File: config.mk
export PLATFORM = sky130hd
export DESIGN_NAME = cmd_parse
export DESIGN_NICKNAME = d
export VERILOG_FILES = /design/src/rtl/cmd_parse.sv
export SDC_FILE = /design/constraint.sdc
export NUM_CORES = 1
export LEC_CHECK = 0
export CORE_ASPECT_RATIO = 1.1
export CORE_UTILIZATION = 35
export CTS_CLUSTER_SIZE = 8
export DETAILED_ROUTE_END_ITERATION = 8
export GPL_TIMING_DRIVEN = 0
export PLACE_DENSITY = 0.62
export SLEW_MARGIN = 20
export SYNTH_ARGS = -nofsm -noshare
export SYNTH_HDL_FRONTEND = slang
export SYNTH_SLANG_ARGS = --single-unit
File: constraint.sdc
create_clock -name clk_rx -period 2.4 [get_ports clk_rx]
set_input_delay 0.48 -clock clk_rx [delete_from_list [all_inputs] [get_ports clk_rx]]
set_output_delay 0.48 -clock clk_rx [all_outputs]
set_load 0.02 [all_outputs]
File: src/rtl/cmd_parse.sv
// ASCII command parser: "L<hex><hex><CR>" from a UART byte stream, with inter-character timeout.
// Optional build macro CMD_PARSE_LOWER_EN also accepts 'l' as start and lowercase a-f as hex.
module cmd_parse #(
   parameter int TIMEOUT_CYC = 1_250_000
) (
   input  logic       clk_rx,
   input  logic       rst_clk_rx,
   input  logic [7:0] rx_data,
   input  logic       rx_data_rdy,
   output logic [7:0] cmd_data,
   output logic       cmd_valid,
   output logic       cmd_err,
   output logic       busy
);

   localparam int CNT_W = $clog2(TIMEOUT_CYC);
   localparam logic [CNT_W-1:0] CNT_TERM = CNT_W'(TIMEOUT_CYC - 1);

   typedef enum logic [1:0] {IDLE, HEX_HI, HEX_LO, WAIT_CR} state_t;

   state_t           state, state_next;
   logic [3:0]       hi, hi_next;
   logic [3:0]       lo, lo_next;
   logic [7:0]       data_next;
   logic             valid_next, err_next;
   logic [CNT_W-1:0] cnt, cnt_next;
   logic [4:0]       dec;
   logic             timeout;

   function automatic logic is_start(input logic [7:0] b);
`ifdef CMD_PARSE_LOWER_EN
      return (b == 8'h4C) || (b == 8'h6C);
`else
      return (b == 8'h4C);
`endif
   endfunction

   // Returns {digit_ok, nibble}.
   function automatic logic [4:0] hex_decode(input logic [7:0] b);
      logic [4:0] r;
      r = 5'b0;
      if (b >= 8'h30 && b <= 8'h39)
         r = {1'b1, b[3:0]};
      else if (b >= 8'h41 && b <= 8'h46)
         r = {1'b1, b[3:0] + 4'd9};
`ifdef CMD_PARSE_LOWER_EN
      if (b >= 8'h61 && b <= 8'h66)
         r = {1'b1, b[3:0] + 4'd9};
`endif
      return r;
   endfunction

   always_comb begin
      state_next = state;
      hi_next    = hi;
      lo_next    = lo;
      data_next  = cmd_data;
      valid_next = 1'b0;
      err_next   = 1'b0;
      dec        = hex_decode(rx_data);
      // A byte arriving on the terminal count wins over the timeout.
      timeout    = (state != IDLE) && !rx_data_rdy && (cnt == CNT_TERM);

      if (rx_data_rdy) begin
         case (state)
            IDLE: begin
               if (is_start(rx_data))
                  state_next = HEX_HI;
            end
            HEX_HI: begin
               if (dec[4]) begin
                  hi_next    = dec[3:0];
                  state_next = HEX_LO;
               end else begin
                  err_next   = 1'b1;
                  state_next = IDLE;
               end
            end
            HEX_LO: begin
               if (dec[4]) begin
                  lo_next    = dec[3:0];
                  state_next = WAIT_CR;
               end else begin
                  err_next   = 1'b1;
                  state_next = IDLE;
               end
            end
            WAIT_CR: begin
               if (rx_data == 8'h0D) begin
                  data_next  = {hi, lo};
                  valid_next = 1'b1;
               end else begin
                  err_next   = 1'b1;
               end
               state_next = IDLE;
            end
            default: state_next = IDLE;
         endcase
      end else if (timeout) begin
         err_next   = 1'b1;
         state_next = IDLE;
      end

      if (rx_data_rdy || state == IDLE || timeout)
         cnt_next = '0;
      else if (cnt != CNT_TERM)
         cnt_next = cnt + CNT_W'(1);
      else
         cnt_next = cnt;
   end

   always_ff @(posedge clk_rx) begin
      if (rst_clk_rx) begin
         state     <= IDLE;
         hi        <= 4'h0;
         lo        <= 4'h0;
         cmd_data  <= 8'h00;
         cmd_valid <= 1'b0;
         cmd_err   <= 1'b0;
         busy      <= 1'b0;
         cnt       <= '0;
      end else begin
         state     <= state_next;
         hi        <= hi_next;
         lo        <= lo_next;
         cmd_data  <= data_next;
         cmd_valid <= valid_next;
         cmd_err   <= err_next;
         busy      <= (state_next != IDLE);
         cnt       <= cnt_next;
      end
   end

endmodule

# ---- Word level (Yosys, flattened, before mapping)
# Index checks and enable logic that the tools add are counted.
dict set report op_classes {
  add_sub_neg 2
  n_mul 0
  div 0
  magnitude_cmp 4
  n_eq_ne 7
  n_shift 0
  n_mux 14
  bitwise_logic 2
  n_reduce_logical 16
}
# cell count
set op_table {}
lappend op_table {{21-bit by 1-bit adder with 21-bit output, second input constant} 1}
lappend op_table {{21-bit == test, second input constant} 1}
lappend op_table {{21-bit inequality test, second input constant} 1}
lappend op_table {{2-bit 2-to-1 mux} 5}
lappend op_table {{5-bit 2-to-1 mux} 2}
lappend op_table {{3-bit AND reduction} 3}
lappend op_table {{8-bit by 4-bit == test with 1-bit output, second input constant} 1}
lappend op_table {{8-bit by 7-bit == test with 1-bit output, second input constant} 1}
lappend op_table {{8-bit by 6-bit greater-or-equal comparator with 1-bit output, second input constant} 1}
lappend op_table {{8-bit by 7-bit greater-or-equal comparator with 1-bit output, second input constant} 1}
lappend op_table {{8-bit by 6-bit <= comparator with 1-bit output, second input constant} 1}
lappend op_table {{8-bit by 7-bit <= comparator with 1-bit output, second input constant} 1}
lappend op_table {{2-bit one-hot mux with 4 select lines} 1}
lappend op_table {{1-bit 2-to-1 mux} 5}
lappend op_table {{4-bit adder, second input constant} 1}
lappend op_table {{2-bit == test, second input constant} 2}
lappend op_table {{1-bit logical AND} 4}
lappend op_table {{2-bit nonzero test} 2}
lappend op_table {{2-bit OR reduction} 2}
lappend op_table {{3-bit OR reduction} 1}
lappend op_table {{2-bit by 1-bit == test with 1-bit output, second input constant} 1}
lappend op_table {{2-bit zero test} 1}
lappend op_table {{1-bit logical OR} 2}
lappend op_table {{1-bit NOT} 2}
lappend op_table {{2 further kinds} 2}
dict set report word_totals {
  regBits 42
  latch_bits 0
  mem_bits_rw 0
  romBits 0
  inputBits 11
  output_inout_bits 11
  elab_cells 53
  mem_count 0
}

# ---- Longest topological paths before layout
dict set report depth {
  ltp_word 8
  mapped_depth 7
  ltp_nobuf 7
}

# ---- Worst setup path after synthesis
# No wires, ideal clock.
dict set report synth_path {
  path_kind {input port to flip-flop}
  start {input rx_data[5]}
  end {register lo[0]}
  setup_ns 0.068
  t_arrival_ns 1.991
  slack_ns 0.341
  stages 5
  cell_sequence {or4b_4 a2111o_4 or3_1 o311a_1 a21oi_2}
}
dict set report synth_via {
  elab_chain_cells 5
}
# item line
set synth_rtl {}
lappend synth_rtl {{from (decl)} 8} ;# input logic [7:0] rx_data,
lappend synth_rtl {{8-bit by 7-bit greater-or-equal comparator with 1-bit output or 8-bit by 7-bit <= comparator with 1-bit output (tied branches)} 44} ;# else if (b >= 8'h41 && b <= 8'h46)
lappend synth_rtl {{1-bit logical AND} 44}
lappend synth_rtl {{5-bit 2-to-1 mux} 44}
lappend synth_rtl {{5-bit 2-to-1 mux *} 42} ;# if (b >= 8'h30 && b <= 8'h39)
lappend synth_rtl {{3-bit AND reduction (no line)} n/a}
lappend synth_rtl {{to (signal assigned)} 125} ;# lo <= lo_next;
lappend synth_rtl {{to (decl)} 23} ;# logic [3:0] lo, lo_next;
# Mark *: on every way between the ends. The rest lies on a longest branch, timed or not.
# A chain may end at the register's enable or synchronous reset.

# ---- Final worst setup path
# Ends and elaborated chain as after synthesis.

==> flow_metrics.env <==
export IMPL_status="completed"
export IMPL_gp_congestion=0.8320
export IMPL_postLayoutCellArea_mm2=0.002519
export IMPL_tightest_slew_ns=0.8060
export IMPL_chipHeight_um=83.16
export IMPL_hold_buffers=0
export IMPL_timing_fmax_ghz=0.4390
export IMPL_track_usage=0.1519
export IMPL_synth_seq_area_share=0.4012
export IMPL_rsz0062_at_grt="false"
export IMPL_cts_path_max_buffers=2
export IMPL_maxCapViolations=0
export IMPL_firstDrtPassIters=4
export IMPL_fin_nets=284
export IMPL_p_clk_frac=0.386
export IMPL_power_switching_mw=0.2803
export IMPL_synth_ff_type="dfxtp_1"
export IMPL_path_class="in -> reg"
export IMPL_dieArea_mm2=0.006302
export IMPL_maxSlewHeadroom=0.4577
export IMPL_p_leak_nw=0.9225
export IMPL_vias_per_cell=5.079
export IMPL_n_antenna_cell=0
export IMPL_cts_made_buffers=5
export IMPL_grt_pass1_vias=1672
export IMPL_syn_inst=237
export IMPL_path_max_fanout=8
export IMPL_crit_buf_inv=1
export IMPL_initial_core_util=0.3633
export IMPL_route_detailed_drc=0
export IMPL_switching_share=0.2269
export IMPL_ys_warn_count=0
export IMPL_synth_nets=257
export IMPL_grt_pass1_wl_mm=7.376
export IMPL_comb_power_share=0.050
export IMPL_synth_area_leader_cell="dfxtp_1"
export IMPL_r2r_setup_slack_ns=0.44
export IMPL_routed_wl_mm=4.221
export IMPL_final_period_utilization=0.9490
export IMPL_cts_tree="built"
export IMPL_initialDrtViolationCount=22
export IMPL_numPortBuffers=21
export IMPL_antenna_found_initial=0
export IMPL_endpoint_kind="register"
export IMPL_max_stage_delay_ns=0.55
export IMPL_area_delta_synth_final_pct=20.18
export IMPL_die_w_um=75.78
export IMPL_period_minus_slack_ns=2.278
export IMPL_coreArea_mm2=0.005769
export IMPL_intPower_mw=0.9552
export IMPL_power_density_mw_per_mm2=490.6
export IMPL_placed_cell_area_mm2=0.002402
export IMPL_share_seq_of_total_power=0.563
export IMPL_dpl_hpwl_mm=3.156
export IMPL_syn_area_per_cell_um2=8.843
export IMPL_grt_start_max_net_pins=14
export IMPL_critPathArrivalTime_ns=2.51
export IMPL_slowest_stage="or4b_4"
export IMPL_yosysTopAreaCellShare=0.4012
export IMPL_final_hold_viol_count=0
export IMPL_clockRootBuffer="clkbuf_8"
export IMPL_syn_cell_area_mm2=0.002096
export IMPL_fin_tns_setup_ns=0
export IMPL_num_io_pins=22
export IMPL_synth_edff_count=0
export IMPL_cts_num_sinks=42
export IMPL_setup_violations=0
export IMPL_cp_data_required_time_ns=2.64
export IMPL_grt_overflow_total=0
export IMPL_synthTopCellsByArea="dfxtp_1, nor2_1, xor2_1"
export IMPL_drive_gt1_frac=0.08302
export IMPL_num_vias=1737
export IMPL_htree_num_levels=2
export IMPL_clk_latency_ns=0.30
export IMPL_start_kind="input pin"
export IMPL_fp_row_count=29
export IMPL_path_cells="clkdlybuf4s50_1, or4b_4, a2111o_4, or3_1, o311a_1, a21oi_2"
export IMPL_report_final_slew_viol_count=0
export IMPL_synth_seq_cells=42
export IMPL_path_clk_slew_ns=0.08
export IMPL_crit_family="simple AND/OR/NAND/NOR gates"
export IMPL_vdd_ir_drop_max_v=0.0003738
export IMPL_ant_nets=0
export IMPL_synth_async_reset_ratio=0
export IMPL_fin_skew_ns=0.006155
export IMPL_synth_distinct_cells=47
export IMPL_hold_path_class="reg -> reg"
export IMPL_wire_per_inst_um=12.34
## kinds of logic after synthesis
logic type	after synthesis	synth area share
AND/OR/NAND/NOR	110	0.2699
adder cells (fa/ha/maj)	9	0.05373
buffers and inverters	14	0.02507
XOR/XNOR	19	0.07940
multiplexers	8	0.03821
flip-flops	42	0.4012
AO/OA/AOI/OAI	35	0.1325
## per-stage QoR
| stage | cells | worst slack, ns | utilization | total power [mW] | hold slack, ns |
|---|---|---|---|---|---|
| after floorplan | 237 | 0.3406 | - | 0.7414 | 0.4377 |
| after global placement | 335 | -0.5294 | 0.4164 | 0.7725 | 0.4569 |
| after detailed placement | 335 | -0.5302 | 0.4164 | 0.7728 | 0.4637 |
| after CTS | 343 | 0.1005 | 0.4357 | 1.247 | 0.4844 |
| after global routing | 342 | 0.01685 | 0.4366 | 1.282 | 0.5257 |
| final | 342 | 0.1223 | 0.4366 | 1.236 | 0.4808 |
## cells in the final DEF, fill, tap and decap left out, types with 7 or more instances in the layout
cell type	count
xor2_1	13
inv_1	7
ha_1	9
nor2_1	44
mux2i_1	8
clkdlybuf4s50_1	20
nand2_1	12
a21oi_1	7
dfxtp_1	42
nand3_1	9
nand4_1	9
## repair_timing
| action | 4_1_cts | 5_1_grt |
|---|---|---|
| gates resized for setup | 4 | 3 |
| setup buffers | 0 | 0 |
| endpoints found under the setup margin | 8 | 10 |
## sequential cells by signal, summed over array words and instances (netlist names)
signal and flops:
hi 4, state 2, lo 4, cmd_data 8
cmd_valid 1, cmd_err 1, cnt 21, busy 1
## path summary, 6_finish.rpt
path,from,to,cells after the start
worst max-delay path,rx_data[5],lo[0]$_SDFFE_PP0P_,6
worst min-delay path,cnt[0]$_SDFFE_PP0P_,cnt[0]$_SDFFE_PP0P_,1
worst min register to register,cnt[0]$_SDFFE_PP0P_,cnt[0]$_SDFFE_PP0P_,1
worst max register to register,cnt[0]$_SDFFE_PP0P_,cnt[10]$_SDFFE_PP0P_,7
## power by group through the flow
stage                     clock network, mW  registers (mW)  logic, mW
after detailed placement                  0           0.713     0.0601
after floorplan                           0           0.713     0.0287
after CTS                             0.489           0.696     0.0621
after global routing                  0.516           0.696     0.0694
after global placement                    0           0.713     0.0598
final                                 0.477           0.696     0.0621
## routing by layer
layer  global-route usage  vias to the layer above  wire length, um
met5                    0                        -                0
met4              0.06566                        0               65
met3              0.03277                        7              121
met2               0.2486                       21             2050
met1               0.1864                      818             1983
li1                     -                      891                -
## synth_stat cells, types with 3 or more instances
library cell,n
clkbuf_1,6
inv_1,8
nor2_1,44
a21oi_1,7
nand2b_1,3
dfxtp_1,42
nand3_1,9
a21o_1,4
o21ai_0,5
nand2_1,13
nor3_1,4
mux2i_1,8
ha_1,9
nor3b_1,5
nor4_1,6
xor2_1,13
nand4_1,9
and3_1,4
xnor2_1,6
## area by class of cell
type                    instances  area (um^2)
plain buffers                   5        18.77
clock buffers                   6        82.58
clock inverters                 2        12.51
fillers                       565         3251
inverters                       8        30.03
multi-input cells             181         1229
flip-flops and latches         42        840.8
well taps                      77        96.34
repair buffers                 21        209.0
(Power assumes the default switching activity.)
